**config.mk**
```make
export PLATFORM = sky130hd
export DESIGN_NAME = legv8_instr_encoder_flat
export DESIGN_NICKNAME = d
export VERILOG_FILES = /design/src/rtl/legv8_instr_encoder_if.sv /design/src/rtl/legv8_instr_encoder.sv /design/src/flat_wrapper.sv
export SDC_FILE = /design/constraint.sdc
export NUM_CORES = 1
export LEC_CHECK = 0
export CAP_MARGIN = 20
export CELL_PAD_IN_SITES_DETAIL_PLACEMENT = 0
export CELL_PAD_IN_SITES_GLOBAL_PLACEMENT = 1
export CORE_MARGIN = 5
export CORE_UTILIZATION = 37
export CTS_CLUSTER_SIZE = 40
export DETAILED_ROUTE_END_ITERATION = 12
export PLACE_DENSITY = 0.91
export SLEW_MARGIN = 0
export SYNTH_ARGS = -nofsm -noshare
export SYNTH_HDL_FRONTEND = slang
export SYNTH_SLANG_ARGS = --single-unit
```
**constraint.sdc**
```tcl
create_clock -name clk -period 2.8 [get_ports clk]
set_input_delay 0.56 -clock clk [delete_from_list [all_inputs] [get_ports clk]]
set_output_delay 0.56 -clock clk [all_outputs]
set_load 0.05 [all_outputs]
```
**src/rtl/legv8_instr_encoder_if.sv**
```systemverilog
// Request/write bus of the LEGv8 instruction encoder.
// The master side (loader) issues encode requests and observes the
// instruction-memory write port; the slave side (encoder) accepts requests
// and drives the write port.
interface legv8_instr_encoder_if #(
    parameter int ADDR_W = 8
);
    // Request handshake
    logic              in_valid;
    logic              in_ready;
    logic [2:0]        in_op;
    logic [4:0]        in_rd;
    logic [4:0]        in_rn;
    logic [4:0]        in_rm;
    logic [25:0]       in_imm;

    // Instruction memory write port
    logic              mem_we;
    logic [ADDR_W-1:0] mem_addr;
    logic [31:0]       mem_wdata;

    modport master (
        output in_valid, in_op, in_rd, in_rn, in_rm, in_imm,
        input  in_ready, mem_we, mem_addr, mem_wdata
    );

    modport slave (
        input  in_valid, in_op, in_rd, in_rn, in_rm, in_imm,
        output in_ready, mem_we, mem_addr, mem_wdata
    );
endinterface

```
**src/rtl/legv8_instr_encoder.sv**
```systemverilog
// LEGv8 instruction encoder.
// Turns abstract requests (op, registers, immediate) into 32-bit R/D/CB-format
// words and writes them to consecutive word addresses of instruction memory,
// starting at byte address 0 after every start pulse. Requests with an
// out-of-range immediate or an illegal op are consumed and flagged on err.
// Optional feature: define LEGV8_ENC_BRANCH_EN to encode op 7 as the
// unconditional branch B; otherwise op 7 is illegal.
// Requires 4*DEPTH <= 2**ADDR_W.
module legv8_instr_encoder #(
    parameter int ADDR_W = 8,
    parameter int DEPTH  = 64
) (
    input  logic                 clk,
    input  logic                 rst,
    input  logic                 start,
    legv8_instr_encoder_if.slave bus,
    output logic                 err,
    output logic                 full,
    output logic [ADDR_W-2:0]    count
);
    localparam int CNT_W = ADDR_W - 1;

    typedef enum logic [2:0] {
        OP_ADD  = 3'd0,
        OP_SUB  = 3'd1,
        OP_AND  = 3'd2,
        OP_ORR  = 3'd3,
        OP_LDUR = 3'd4,
        OP_STUR = 3'd5,
        OP_CBZ  = 3'd6,
        OP_B    = 3'd7
    } op_t;

    typedef enum logic [1:0] {
        S_IDLE,
        S_RUN,
        S_FULL
    } state_t;

    localparam logic [10:0] OPC_ADD  = 11'b10001011000;
    localparam logic [10:0] OPC_SUB  = 11'b11001011000;
    localparam logic [10:0] OPC_AND  = 11'b10001010000;
    localparam logic [10:0] OPC_ORR  = 11'b10101010000;
    localparam logic [10:0] OPC_LDUR = 11'b11111000010;
    localparam logic [10:0] OPC_STUR = 11'b11111000000;
    localparam logic [7:0]  OPC_CBZ  = 8'b10110100;
`ifdef LEGV8_ENC_BRANCH_EN
    localparam logic [5:0]  OPC_B    = 6'b000101;
`endif

    state_t            state;
    logic [ADDR_W-1:0] ptr;
    logic [CNT_W-1:0]  cnt;
    logic              mem_we_q;
    logic [ADDR_W-1:0] mem_addr_q;
    logic [31:0]       mem_wdata_q;
    logic              err_q;
    logic              full_q;

    op_t               op;
    logic [31:0]       enc_word;
    logic              enc_ok;
    logic              accept;
    logic              last_slot;

    assign op = op_t'(bus.in_op);

    // A start pulse takes priority over any request in the same cycle, so
    // ready drops combinationally while start is high.
    assign bus.in_ready  = (state == S_RUN) && !start;
    assign accept        = bus.in_valid && bus.in_ready;
    assign last_slot     = (cnt == CNT_W'(DEPTH - 1));

    assign bus.mem_we    = mem_we_q;
    assign bus.mem_addr  = mem_addr_q;
    assign bus.mem_wdata = mem_wdata_q;
    assign err           = err_q;
    assign full          = full_q;
    assign count         = cnt;

    // Encode the current request and decide whether its immediate/op is legal.
    always_comb begin
        // NOTE: every output of this block gets a default first so that no
        // path through the case leaves it unassigned (which would infer a latch).
        enc_word = '0;
        enc_ok   = 1'b0;
        case (op)
            OP_ADD: begin
                enc_word = {OPC_ADD, bus.in_rm, 6'b0, bus.in_rn, bus.in_rd};
                enc_ok   = 1'b1;
            end
            OP_SUB: begin
                enc_word = {OPC_SUB, bus.in_rm, 6'b0, bus.in_rn, bus.in_rd};
                enc_ok   = 1'b1;
            end
            OP_AND: begin
                enc_word = {OPC_AND, bus.in_rm, 6'b0, bus.in_rn, bus.in_rd};
                enc_ok   = 1'b1;
            end
            OP_ORR: begin
                enc_word = {OPC_ORR, bus.in_rm, 6'b0, bus.in_rn, bus.in_rd};
                enc_ok   = 1'b1;
            end
            OP_LDUR: begin
                enc_word = {OPC_LDUR, bus.in_imm[8:0], 2'b00, bus.in_rn, bus.in_rd};
                enc_ok   = (bus.in_imm[25:9] == 17'd0);
            end
            OP_STUR: begin
                enc_word = {OPC_STUR, bus.in_imm[8:0], 2'b00, bus.in_rn, bus.in_rd};
                enc_ok   = (bus.in_imm[25:9] == 17'd0);
            end
            OP_CBZ: begin
                // The 19-bit branch offset is signed: upper bits must replicate bit 18.
                enc_word = {OPC_CBZ, bus.in_imm[18:0], bus.in_rd};
                enc_ok   = (bus.in_imm[25:19] == {7{bus.in_imm[18]}});
            end
            OP_B: begin
`ifdef LEGV8_ENC_BRANCH_EN
                enc_word = {OPC_B, bus.in_imm};
                enc_ok   = 1'b1;
`else
                enc_word = '0;
                enc_ok   = 1'b0;
`endif
            end
            default: begin
                enc_word = '0;
                enc_ok   = 1'b0;
            end
        endcase
    end

    // Control FSM with write pointer, word count and registered write/err/full outputs.
    always_ff @(posedge clk or posedge rst) begin
        if (rst) begin
            state       <= S_IDLE;
            ptr         <= '0;
            cnt         <= '0;
            mem_we_q    <= 1'b0;
            mem_addr_q  <= '0;
            mem_wdata_q <= '0;
            err_q       <= 1'b0;
            full_q      <= 1'b0;
        end else begin
            // NOTE: state registers use non-blocking assignments so every
            // right-hand side sees the values from before this clock edge.
            mem_we_q <= 1'b0;
            err_q    <= 1'b0;
            case (state)
                S_IDLE: begin
                    if (start) begin
                        state <= S_RUN;
                        ptr   <= '0;
                        cnt   <= '0;
                    end
                end
                S_RUN: begin
                    if (start) begin
                        ptr <= '0;
                        cnt <= '0;
                    end else if (accept) begin
                        if (enc_ok) begin
                            mem_we_q    <= 1'b1;
                            mem_addr_q  <= ptr;
                            mem_wdata_q <= enc_word;
                            ptr         <= ptr + ADDR_W'(4);
                            cnt         <= cnt + CNT_W'(1);
                            if (last_slot) begin
                                state  <= S_FULL;
                                full_q <= 1'b1;
                            end
                        end else begin
                            err_q <= 1'b1;
                        end
                    end
                end
                S_FULL: begin
                    if (start) begin
                        state  <= S_RUN;
                        ptr    <= '0;
                        cnt    <= '0;
                        full_q <= 1'b0;
                    end
                end
                default: begin
                    state <= S_IDLE;
                end
            endcase
        end
    end
endmodule

```
**src/flat_wrapper.sv**
```systemverilog
// flat-port wrapper written by rule: the top's interface ports become plain ports
module legv8_instr_encoder_flat 
#(
    parameter int ADDR_W = 8,
    parameter int DEPTH  = 64
)
  (clk, rst, start, err, full, count, bus_in_valid, bus_in_op, bus_in_rd, bus_in_rn, bus_in_rm, bus_in_imm, bus_in_ready, bus_mem_we, bus_mem_addr, bus_mem_wdata);
  legv8_instr_encoder_if #(.ADDR_W(ADDR_W)) bus_i ();
  input  logic clk;
  input  logic rst;
  input  logic start;
  output logic err;
  output logic full;
  output logic [ADDR_W-2:0] count;
  input wire logic [$bits(bus_i.in_valid)-1:0] bus_in_valid;
  input wire logic [$bits(bus_i.in_op)-1:0] bus_in_op;
  input wire logic [$bits(bus_i.in_rd)-1:0] bus_in_rd;
  input wire logic [$bits(bus_i.in_rn)-1:0] bus_in_rn;
  input wire logic [$bits(bus_i.in_rm)-1:0] bus_in_rm;
  input wire logic [$bits(bus_i.in_imm)-1:0] bus_in_imm;
  output wire logic [$bits(bus_i.in_ready)-1:0] bus_in_ready;
  output wire logic [$bits(bus_i.mem_we)-1:0] bus_mem_we;
  output wire logic [$bits(bus_i.mem_addr)-1:0] bus_mem_addr;
  output wire logic [$bits(bus_i.mem_wdata)-1:0] bus_mem_wdata;
  assign bus_i.in_valid = bus_in_valid;
  assign bus_i.in_op = bus_in_op;
  assign bus_i.in_rd = bus_in_rd;
  assign bus_i.in_rn = bus_in_rn;
  assign bus_i.in_rm = bus_in_rm;
  assign bus_i.in_imm = bus_in_imm;
  assign bus_in_ready = bus_i.in_ready;
  assign bus_mem_we = bus_i.mem_we;
  assign bus_mem_addr = bus_i.mem_addr;
  assign bus_mem_wdata = bus_i.mem_wdata;
  legv8_instr_encoder #(.ADDR_W(ADDR_W), .DEPTH(DEPTH)) u_core (.clk(clk), .rst(rst), .start(start), .bus(bus_i), .err(err), .full(full), .count(count));
endmodule
```
Word level (Yosys, flattened, before mapping)
Index checks and enable logic that the tools add are counted.
- bits in registers: 60
- memories kept: 0
- ROM bits: 0
- logic and storage cells: 77
- RAM bits: 0
- output and inout port bits: 51
- latch bits: 0
- shift-type cells: 0
- eq/ne operators: 19
- divide/modulo/power cells: 0
- reductions and logical operators: 15
- bitwise gates (word level): 1
- multipliers: 0
- order comparisons: 0
- add/sub/neg operators: 2
- muxes and demuxes: 32
- operators with widths (operator ; count):
    $pmux W32 S8 ; 1
    $mux W8 ; 4
    $mux W7 ; 4
    $logic_not A17 Y1 ; 1
    $pmux W8 S2 ; 1
    $pmux W7 S2 ; 1
    $mux W1 ; 13
    $eq A3 B3 Y1 const B ; 4
    $mux W2 ; 5
    $add A8 B3 Y8 const B ; 1
    $ne A2 B1 Y1 const B ; 4
    $reduce_and A4 Y1 ; 2
    $add A7 B1 Y7 const B ; 1
    $eq A7 B6 Y1 const B ; 1
    $eq A7 B7 Y1 ; 1
    $eq A3 B2 Y1 const B ; 2
    $ne A3 B2 Y1 const B ; 2
    $reduce_and A6 Y1 ; 1
    $reduce_and A5 Y1 ; 1
    $ne A2 B2 Y1 const B ; 2
    $pmux W1 S4 ; 1
    $pmux W2 S2 ; 1
    $reduce_bool A2 Y1 ; 2
    $reduce_or A2 Y1 ; 2
    10 further kinds ; 11

Longest topological paths before layout
Gate-level depths: netlist of run 1.
- word-level depth: 7
- gate-level depth with buffers: 9
- depth with buffers taken out: 6

Worst setup path before layout of run 1
No wires, ideal clock.
- path type: input -> register
- from: input port bus_in_imm[18]
- to: register u_core.mem_addr_q[2] (netlist: u_core.bus.mem_addr[2])
- data required time: 2.675 ns
- path slack: 0.407 ns
- arrival: 2.268 ns
- library setup time: 0.125 ns
- stages on the path: 8
- cells stage by stage: or4_1 > nand4bb_1 > o21ai_2 > o21ai_2 > clkinv_2 > buf_8 > buf_12 > mux2_4
- longest elaborated chain between the ends: 3
- elaborated cells on any way between the ends: 4
- those cells by class: eq/ne (1); mux (1); reduce/logical (2)
- RTL lines (item ; line ; RTL):
    start: declaration ; flat_wrapper.sv:20 ; input wire logic [$bits(bus_i.in_imm)-1:0] bus_in_imm;
    $logic_not A17 Y1 / $eq A7 B7 Y1 (equally long branches) ; legv8_instr_encoder.sv:106, legv8_instr_encoder.sv:110, legv8_instr_encoder.sv:115 ;
    $pmux W1 S4 * ; legv8_instr_encoder.sv:87 ; case (op)
    $reduce_and A4 Y1 (no source line) * ; -- ;
    end signal: assignment ; legv8_instr_encoder.sv:164 ; mem_addr_q <= ptr;
    end: declaration ; legv8_instr_encoder.sv:55 ; logic [ADDR_W-1:0] mem_addr_q;
Mark *: on every way between the ends. The rest lies on a longest branch, timed or not.
A chain may end at the register's enable or synchronous reset.

Final worst setup path of run 1
- from: input port bus_in_imm[18]
- to: register u_core.ptr[6]
- longest elaborated chain between the ends: 4
- elaborated cells on any way between the ends: 5
- those cells by class: eq/ne (2); mux (1); reduce/logical (2)
- RTL lines (item ; line ; RTL):
    $logic_not A17 Y1 / $eq A7 B7 Y1 (equally long branches) ; legv8_instr_encoder.sv:106, legv8_instr_encoder.sv:110, legv8_instr_encoder.sv:115 ;
    $pmux W1 S4 * ; legv8_instr_encoder.sv:87 ;
    $ne A3 B2 Y1 (no source line) * ; -- ;
    $reduce_and A4 Y1 (no source line) * ; -- ;
    end signal: assignment ; legv8_instr_encoder.sv:166 ; ptr <= ptr + ADDR_W'(4);
    end: declaration ; legv8_instr_encoder.sv:52 ; logic [ADDR_W-1:0] ptr;
Marked as above.

==> results of run 1 <==
cell families after synthesis:
group,Yosys count,synth area share [%]
multiplexers,40,16.08
AND/OR/NAND/NOR,77,13.55
other,1,0.1327
AO/OA/AOI/OAI,48,13.20
flip-flops,56,49.60
adder cells (fa/ha/maj),2,0.8856
buffers and inverters,36,6.554
power breakdown:
group          leakage [nW]  internal (mW)  switching [mW]
clock network        0.0424          0.180           0.267
registers             0.720           1.02           0.135
logic                 0.953          0.639            1.08
worst max-delay path, cell delays in order:
cell and delay, ns:
clkdlybuf4s50_1 0.43, or4_1 0.59, nand4bb_1 0.26, o21a_1 0.29, buf_4 0.18, a211oi_1 0.28, mux2i_1 0.22
final cells by class:
type	count	share of cell area, %
sequential	56	34.14
multi-input combinational	169	30.27
timing repair buffer	120	28.65
tap	99	3.017
clock buffer	7	1.859
inverter	20	1.859
clock inverter	1	0.2133
layer usage:
metal / global-route usage, % / share of wire, % / vias to the layer above
li1: - / - / 1146
met3: 6.533 / 9.8 / 12
met5: 0 / 0 / -
met1: 20.53 / 42 / 1210
met4: 5.112 / 1.9 / 0
met2: 26.52 / 46 / 115
layout by cell type, fill, tap and decap left out, types with 3 or more instances in the layout:
master and count:
clkdlybuf4s50_1 95, dfrtp_1 56, nor2_1 23, buf_4 22, nand2_1 20, mux2_2 19, inv_1 18, mux2i_1 15
a211oi_1 9, a21oi_1 8, nand3_1 7, mux2_4 6, nand2b_1 5, nor3b_1 5, a221oi_1 5, clkbuf_8 5
a22o_1 4, or4_1 3, o32ai_1 3, buf_12 3
metrics by stage:
step | instances | area, sq um | setup slack [ns]
floorplan | 261 | 2829 | 0.4070
global placement | 464 | 4020 | -0.03719
detailed placement | 464 | 4020 | -0.09750
CTS | 472 | 4105 | 0.2237
global route | 472 | 4105 | 0.07751
finish | 472 | 4105 | 0.2302
flip-flops by register name (all words and copies together), names as in the netlist:
signal and cells:
u_core.ptr 6, u_core.bus.mem_wdata 32, u_core.bus.mem_we 1, u_core.count 7, u_core.bus.mem_addr 6, u_core.full 1, u_core.err 1, u_core.state 2
path summary, 6_finish.rpt:
check | from | endpoint | depth (start not counted)
worst max-delay path | bus_in_imm[18] | u_core.ptr[6]$_DFFE_PP0P_ | 7
worst min-delay path | u_core.bus.mem_wdata[31]$_DFFE_PP0P_ | u_core.bus.mem_wdata[31]$_DFFE_PP0P_ | 1
worst max register to register | u_core.count[0]$_DFFE_PP0P_ | u_core.full$_DFFE_PP0P_ | 7
worst min register to register | u_core.bus.mem_wdata[31]$_DFFE_PP0P_ | u_core.bus.mem_wdata[31]$_DFFE_PP0P_ | 1
max in group asynchronous | rst | u_core.bus.mem_addr[2]$_DFFE_PP0P_ | 3
min in group asynchronous | rst | u_core.bus.mem_wdata[7]$_DFFE_PP0P_ | 2
==> summary.md, run 1 <==
| Metric | Value |
|---|---|
| Outcome | completed |
| Die ar. | around 0.0095 sq mm |
| Slew headroom | about 58% |
| Vias per cell | around 5.3 |
| Post-cts resize count | 0 |
| Area share of the largest cell type after synthesis | around half |
| Layout cells sized above 1 | about 17% |
| Synth area leader | dfrtp_1 |
| Worst-path fanout max | 6 |
| Leakage power | ~1.7 nW |
| Row count | 31 |
| Fin. Hold Viols | 0 |
| GRT Util Overall | 16.55% |
| CP required | between 3 and 4 ns |
| Setup TNS | 0 ns |
| Detailed Place HPWL | ~6.0 mm |
| GR Overflow Total | 0 |
| CORE AREA | between 0.007 and 0.008 sq mm |
| Initial antenna violation count | 0 |
| Clock skew | 0.01457 ns |
| Final period util | ~92% |
| Synth cell count leaders | dfrtp_1 (56), nor2_1 (23), nand2_1 (20) |
| Area growth from synthesis to layout | 45.31% |
| Max VDD drop | slightly below 600 uV |
| Fmax | between 300 and 400 MHz |
| Final hold slack | about 0.49 ns |
| CTS HTree Levels | 2 |
| Starting density of the core | around two fifths |
| Gpl congestion | a little over 0.9 |
| P per Cell Area | ~810 mW/mm^2 |
| Post-synth EDFFs | 0 |
| Most used flip-flop cell after synthesis | dfrtp_1 |
| Routed Antenna Nets | 0 |
| Longest Clk Path Bufs | 2 |
| TritonCTS Buffers | 5 |
| First DRT Iteration DRCs | 100 |
| Largest net degree at the start of global routing | 32 |
| Die X | 97.38 microns |
| Drt first pass iters | 4 |
| IO Count | between 90 and 100 |
| Yosys warnings | 0 |
| Main area contributors after synthesis | dfrtp_1 (50%), mux2_2 (7.6%), mux2i_1 (5.3%) |
| Setup Crit Path Kind | in -> reg |
| Mapped Avg Cell Area | between 10 and 15 sq um |
| Clock root buffer | clkbuf_8 |
| Slew Limit Fails | 0 |
| Total Wirelength | roughly 7.6 mm |
| Async set or reset register ratio after synthesis | 100.0% |
| Min-Delay Path Class | reg -> reg |
| Reg area | ~0.0014 sq mm |
| Die Ht | just under 100 microns |
| Routed vias | about 2,500 |
| Nets | between 400 and 500 |
| Worst skew pair latency | between 0.3 and 0.4 ns |
| Fin util | about 56% |
| Sequential element share of the synthesized area | around half |
| Tot Pwr | 3.327 mW |
| Register bit count reported by yosys | 56 |
| DRC Markers | 0 |
| Setup-violating endpoint count in the final report | 0 |
| Vias in the first global route | approximately 2,500 |
| Count leader, synth | dfrtp_1 |
| CTS tree | yes |
| Max cap viols | 0 |
| Mapped Cells | 260 |
| R2R Setup Slk | between 0.8 and 0.9 ns |
| CP endpoint kind | flip-flop |
| Diode count | 0 |
| RSZ-0062 raised after global routing | no |
| Fillers | around 630 |
| Footprint of the multi-input gates | approximately 0.0012 sq mm |
| Synth cell types | 47 |
| Sink Count | between 50 and 60 |
| First-pass GRT wire length | between 10 and 15 mm |
| Clock slew at reported path FFs | approximately 0.10 ns |
| Worst-margin pin slew | 0.6277 ns |
| Startpoint types | primary input |
| CP arrival | approximately 2.8 ns |
| Port Buffer Count | 96 |
| Post-CTS setup buffers | 0 |
| CTS Hold Bufs | 0 |
| Wire per inst | approximately 16 microns |
| Min Tclk post-route | about 2.6 ns |
| Post-synthesis cell area | ~0.0028 sq mm |
Power figures use the tool's default switching activity.
==> run 2, diff against run 1 <==
Settings changed: CORE_UTILIZATION 37 to 51, DONT_BUFFER_PORTS from default to 1, PLACE_DENSITY 0.91 to 0.88.
==> run 2 against run 1 <==
Against the previous run: clock-buffer cell count unchanged; final area fell by 26%; utilization shrank 0.49 points; register-to-register slack got worse by 0.11 ns.
==> summary.md, run 2 (synthesized netlist as in run 1, its figures left out) <==
| Metric | Value |
|---|---|
| Slowest stage cell, crit path | or4_1 |
| Row count | 27 |
| TritonCTS Buffers | 5 |
| Clock root buffer | clkbuf_8 |
| Largest register FFs | 32 |
| Layout cells sized above 1 | roughly 20% |
| Slew headroom | between 50% and 60% |
| Max cap viols | 0 |
| Post-CTS setup buffers | 0 |
| Slew Limit Fails | 0 |
| Nets | 314 |
| Final instance area | a little over 0.003 sq mm |
| Met2 WL | between 3 and 4 mm |
| Part of the power in registers | around 68% |
| IO Count | just under 100 |
| Fillers | 500 |
| Detailed Place HPWL | 4.939 mm |
| Final hold slack | between 0.15 and 0.2 ns |
| CP endpoint kind | flip-flop |
| Fin. Hold Viols | 0 |
| Die Ht | approximately 84 microns |
| Internal Power | 1.434 mW |
| Wire per inst | a little under 20 microns |
| Gpl congestion | approximately 0.8 |
| Clock slew at reported path FFs | ~0.10 ns |
| Starting density of the core | 51.94% |
| Outcome | completed |
| DP Worst Slack | between 0.2 and 0.3 ns |
| GRT Util Overall | about a fifth |
| CTS Hold Bufs | 0 |
| Vias in the first global route | 2,090 |
| CTS HTree Levels | 2 |
| CORE AREA | 0.005439 sq mm |
| Drt first pass iters | 4 |
| CP arrival | roughly 2.4 ns |
| Cell family with most CP delay | compound AO/OA/AOI/OAI gates |
| Diode count | 0 |
| Sink Count | between 50 and 60 |
| Die X | 84.43 microns |
| Largest net degree at the start of global routing | 39 |
| CTS tree | yes |
| Setup-violating endpoint count in the final report | 0 |
| Final worst setup slack | between 0.6 and 0.7 ns |
| GR Overflow Total | 0 |
| Worst-path fanout max | 12 |
| DRC Markers | 0 |
| DR top layer | met4 |
| Worst-margin pin slew | between 0.6 and 0.7 ns |
| Startpoint types | primary input |
| Most common cell after layout, fill and taps aside | dfrtp_1 |
| Setup TNS | 0 ns |
| Clock network power share | about 17% |
| Port Buffer Count | 0 |
| First DRT Iteration DRCs | 55 |
| Sw Ratio | between 40% and 50% |
| Min Tclk post-route | 2.194 ns |
| Min-Delay Path Class | in -> async |
| Longest Clk Path Bufs | 2 |
| Worst skew pair latency | slightly above 0.3 ns |
| Crit-path max cell delay | about 0.53 ns |
| Cells along the critical path | or4_1 -> nand4bb_1 -> o21a_1 -> a2111oi_1 -> mux2i_1 |
| Routed Antenna Nets | 0 |
| RSZ-0062 raised after global routing | no |
| CP required | 3.04 ns |
| Sw Pwr | roughly 1.4 mW |
| Leakage power | around 1.3 nW |
| Fmax | around 460 MHz |
| Most frequent cells in the layout | dfrtp_1 (56), nor2_1 (23), nand2_1 (20) |
| Final period util | between 70% and 80% |
| Cell Area, Placed | between 0.002 and 0.003 sq mm |
| P per Cell Area | slightly above 900 mW/mm^2 |
| Proportion of power drawn by combinational gates | between 10% and 20% |
| Max VDD drop | between 500 and 600 uV |
| Post-cts resize count | 0 |
| Die ar. | 0.007128 sq mm |
| Setup Crit Path Kind | in -> reg |
| Met3 WL | 686 microns |
| Clock skew | 0.006113 ns |
| Initial antenna violation count | 0 |
| Routed vias | 1,992 |
| Total Wirelength | about 6.6 mm |
| Vias per cell | between 5 and 6 |
| Area growth from synthesis to layout | 6.865% |
| Met1 WL | about 2.7 mm |
| Buf+Inv Stages, Crit Path | 0 |
| First-pass GRT wire length | around 11 mm |
## run 2: cell types whose count changed in the layout (fill, tap and decap cells not counted)
| cell | previous run | this run |
|---|---|---|
| clkinv_4 | 1 | 0 |
| clkbuf_8 | 5 | 6 |
| buf_12 | 3 | 2 |
| clkinvlp_4 | 0 | 1 |
| buf_4 | 22 | 10 |
| clkbuf_1 | 2 | 1 |
| clkdlybuf4s50_1 | 95 | 0 |
## run 2: through the flow
stage               power, mW  util [%]  std cells
floorplan               2.255         -        261
global placement        2.361     53.78        329
detailed placement      2.385     53.78        329
CTS                     2.847     55.51        337
global route            2.964     55.51        337
finish                  2.824     55.51        337
## run 2: final cells by class
| class | count | area [sq um] | share of cell area (%) |
|---|---|---|---|
| sequential | 56 | 1401 | 46.42 |
| multi-input combinational | 169 | 1242 | 41.15 |
| timing repair buffer | 12 | 115.1 | 3.813 |
| tap | 72 | 90.09 | 2.984 |
| clock buffer | 7 | 86.33 | 2.860 |
| inverter | 20 | 76.32 | 2.528 |
| clock inverter | 1 | 7.507 | 0.2487 |
## run 2: path summary, 6_finish.rpt
kind,start,to,slack [ns],cells past startpoint
worst max register to register,u_core.count[1]$_DFFE_PP0P_,u_core.full$_DFFE_PP0P_,0.77,7
worst min-delay path,rst,u_core.bus.mem_wdata[9]$_DFFE_PP0P_,0.20,1
min in group clk,bus_in_imm[5],u_core.bus.mem_wdata[10]$_DFFE_PP0P_,0.39,2
worst max-delay path,bus_in_imm[18],u_core.ptr[7]$_DFFE_PP0P_,0.61,5
max in group asynchronous,rst,u_core.bus.mem_wdata[31]$_DFFE_PP0P_,2.03,2
worst min register to register,u_core.ptr[7]$_DFFE_PP0P_,u_core.ptr[7]$_DFFE_PP0P_,0.56,2
## run 2: worst register-to-register path, cell delays in order (launching register included)
cell	delay, ns
dfrtp_1	0.34
buf_4	0.21
ha_1	0.22
and3_1	0.19
nand3_1	0.12
or3_1	0.40
a211oi_1	0.32
o22a_1	0.18
## run 2: per-layer routing
layer,up-vias,track usage [%]
li1,923,-
met1,990,23.05
met2,74,30.70
met3,5,8.440
met4,0,3.741
met5,-,0
## run 2: power groups by stage
stage	combinational, mW	clock (mW)	sequential, mW
after floorplan	0.380	0	1.87
after detailed placement	0.455	0	1.93
final	0.448	0.467	1.91
after global placement	0.433	0	1.93
after global routing	0.501	0.520	1.94
after CTS	0.454	0.475	1.92
==> run 3, diff against run 2 <==
Settings changed: CORE_UTILIZATION 51 to 43, PLACE_DENSITY 0.88 to 0.8.
Clock period 2.8 ns to 1.75 ns, I/O delays scaled along.
==> run 3 against run 2 <==
Against the previous run: the flow now finishes with violations (negative setup slack); sequential cell count unchanged; non-clock buffer count increased by 25; sequential share of layout area decreased by 6.3 points; wire length increased by 12%; highest routed layer unchanged.
==> summary.md, run 3 (synthesized netlist as in run 1, its figures left out) <==
| Metric | Value |
|---|---|
| Outcome | finished with violations |
| Failing checks | negative setup slack |
| First-pass GRT wire length | ~12 mm |
| Vias per cell | around 5.7 |
| Min Tclk post-route | between 1.5 and 2 ns |
| Layout cells sized above 1 | 32.07% |
| Wire per inst | 20.23 microns |
| R2R depth | 6 |
| Port Buffer Count | 0 |
| Setup-violating endpoint count in the final report | 21 |
| Grt met3 use | 8.760% |
| Most common cell after layout, fill and taps aside | dfrtp_1 |
| Largest register FFs | 32 |
| Reg-to-Reg End | u_core.full$_DFFE_PP0P_ |
| Area growth from synthesis to layout | 23.83% |
| Die X | between 90 and 100 microns |
| Met2 usage | about 29% |
| Fin cells | about 370 |
| Clock slew at reported path FFs | 0.11 ns |
| Starting density of the core | between 40% and 50% |
| Row count | 29 |
| Clock root buffer | clkbuf_8 |
| DRC Markers | 0 |
| Clock network power share | approximately 16% |
| CORE AREA | ~0.0064 sq mm |
| R2R Setup Slk | around 0.11 ns |
| Sw Ratio | around half |
| Worst-margin pin slew | 0.5125 ns |
| Max cap viols | 0 |
| Nets | roughly 340 |
| Die Ht | 91.06 microns |
| Sink Count | 56 |
| Initial antenna violation count | 1 |
| GR Overflow Total | 0 |
| Fillers | 570 |
| Slew headroom | about two thirds |
| Met1 Usage GRT | approximately a fifth |
| P per Cell Area | between 1000 and 1500 mW/mm^2 |
| Worst skew pair latency | between 0.3 and 0.4 ns |
| Fmax | around 560 MHz |
| Final worst setup slack | -0.03038 ns |
| Setup TNS | -0.3905 ns |
| CTS tree | yes |
| Largest net degree at the start of global routing | 57 |
| Fin. Hold Viols | 0 |
| Hold Path Cell Cnt | 2 |
| Proportion of power drawn by combinational gates | between 20% and 30% |
| Worst-path fanout max | 5 |
| Drt first pass iters | 4 |
| RSZ-0062 raised after global routing | yes |
| GRT Util Overall | 17.67% |
| CTS HTree Levels | 2 |
| Fin util | a little over half |
| Internal Power | roughly 2.5 mW |
| Total Wirelength | ~7.4 mm |
| Final period util | 101.7% |
| Final hold slack | 0.1634 ns |
| Longest Clk Path Bufs | 2 |
| Crit path from | bus_in_imm[21] |
| Setup Crit Path Kind | in -> reg |
| Die ar. | 0.008291 sq mm |
| Startpoint types | primary input |
| Worst setup path end | u_core.bus.mem_wdata[16]$_DFFE_PP0P_ |
| Slew Limit Fails | 0 |
| Gpl congestion | between 0.7 and 0.8 |
| Part of the power in registers | 63.8% |
| Clock skew | 0.009635 ns |
| Leakage power | approximately 1.5 nW |
| First DRT Iteration DRCs | 60 |
| CP endpoint kind | flip-flop |
| IO Count | 99 |
| Sw Pwr | about 2.3 mW |
| Detailed Place HPWL | ~5.3 mm |
| Routed vias | approximately 2,100 |
| FF-to-FF Start | u_core.count[1]$_DFFE_PP0P_ |
| Busiest grt layer | met2 |
| Tot Pwr | about 4.8 mW |
| Min-Delay Path Class | in -> reg |
| CP required | about 2.0 ns |
| TritonCTS Buffers | 5 |
| Max VDD drop | 999.4 uV |
| Most frequent cells in the layout | dfrtp_1 (54), buf_4 (25), nor2_1 (22) |
| Vias in the first global route | around 2,300 |
| Routed Antenna Nets | 0 |
| Placed Instances | between 300 and 400 |
| CP arrival | about 2.0 ns |
run 3: changes by cell type in the layout (fill, tap and decap cells not counted), sizes merged:
cell         previous run  this run
dlygate4sd3             0         1
buf                    12        34
diode                   0         1
clkbuf                  7         9
run 3: per-stage QoR:
step | instance area (sq um) | setup slack, ns
floorplan | 2890 | -0.4251
global placement | 3127 | -0.3929
detailed placement | 3127 | -0.4434
CTS | 3354 | -0.03724
global route | 3498 | -0.07632
finish | 3498 | -0.03038
run 3: critical path, stage by stage:
cell       delay (ns)
or4_4            0.53
nand4bb_4        0.27
o21ai_4          0.18
o21ai_4          0.08
clkinv_4         0.11
clkbuf_16        0.16
mux2_4           0.29
run 3: worst min path at each step:
stage                       start                                   end  slack (ns)
finish              bus_in_imm[6]  u_core.bus.mem_wdata[11]$_DFFE_PP0P_        0.16
global route        bus_in_imm[6]  u_core.bus.mem_wdata[11]$_DFFE_PP0P_        0.16
CTS                 bus_in_imm[6]  u_core.bus.mem_wdata[11]$_DFFE_PP0P_        0.17
detailed placement            rst    u_core.bus.mem_addr[4]$_DFFE_PP0P_        0.32
global placement              rst    u_core.bus.mem_addr[4]$_DFFE_PP0P_        0.32
floorplan           bus_in_imm[5]  u_core.bus.mem_wdata[10]$_DFFE_PP0P_        0.49
run 3: final cells by class:
type	instances	area, sq um	area share [%]
repair buffers	37	390.4	11.16
flip-flops and latches	56	1404	40.13
clock inverters	1	7.507	0.2146
clock buffers	7	86.33	2.468
diodes	1	2.502	0.07153
inverters	20	80.08	2.289
well taps	77	96.34	2.754
multi-input cells	169	1431	40.92
run 3: power groups by stage:
stage	Combinational, mW	Sequential, mW	Clock [mW]
global route	1.07	3.11	0.825
global placement	0.784	3.07	0
floorplan	0.624	3.00	0
detailed placement	0.814	3.07	0
finish	0.982	3.04	0.749
CTS	0.881	3.05	0.766
run 3: routing by layer:
| metal | vias to the layer above | part of all wire, % | routed length, microns |
|---|---|---|---|
| met3 | 11 | 10 | 779 |
| met5 | - | 0 | 0 |
| met1 | 1025 | 38 | 2839 |
| met2 | 83 | 50 | 3695 |
| met4 | 0 | 1.8 | 131 |
| li1 | 972 | - | - |
run 3: timing repair:
action / 4_1_cts / 5_1_grt
hold endpoints to repair: 56 / 0
gates resized for setup: 16 / 20
gates cloned: 1 / 2
setup endpoints to repair: 39 / 45
pin swaps: 3 / 5
hold buffers: 1 / 0
buffers inserted: 2 / 0
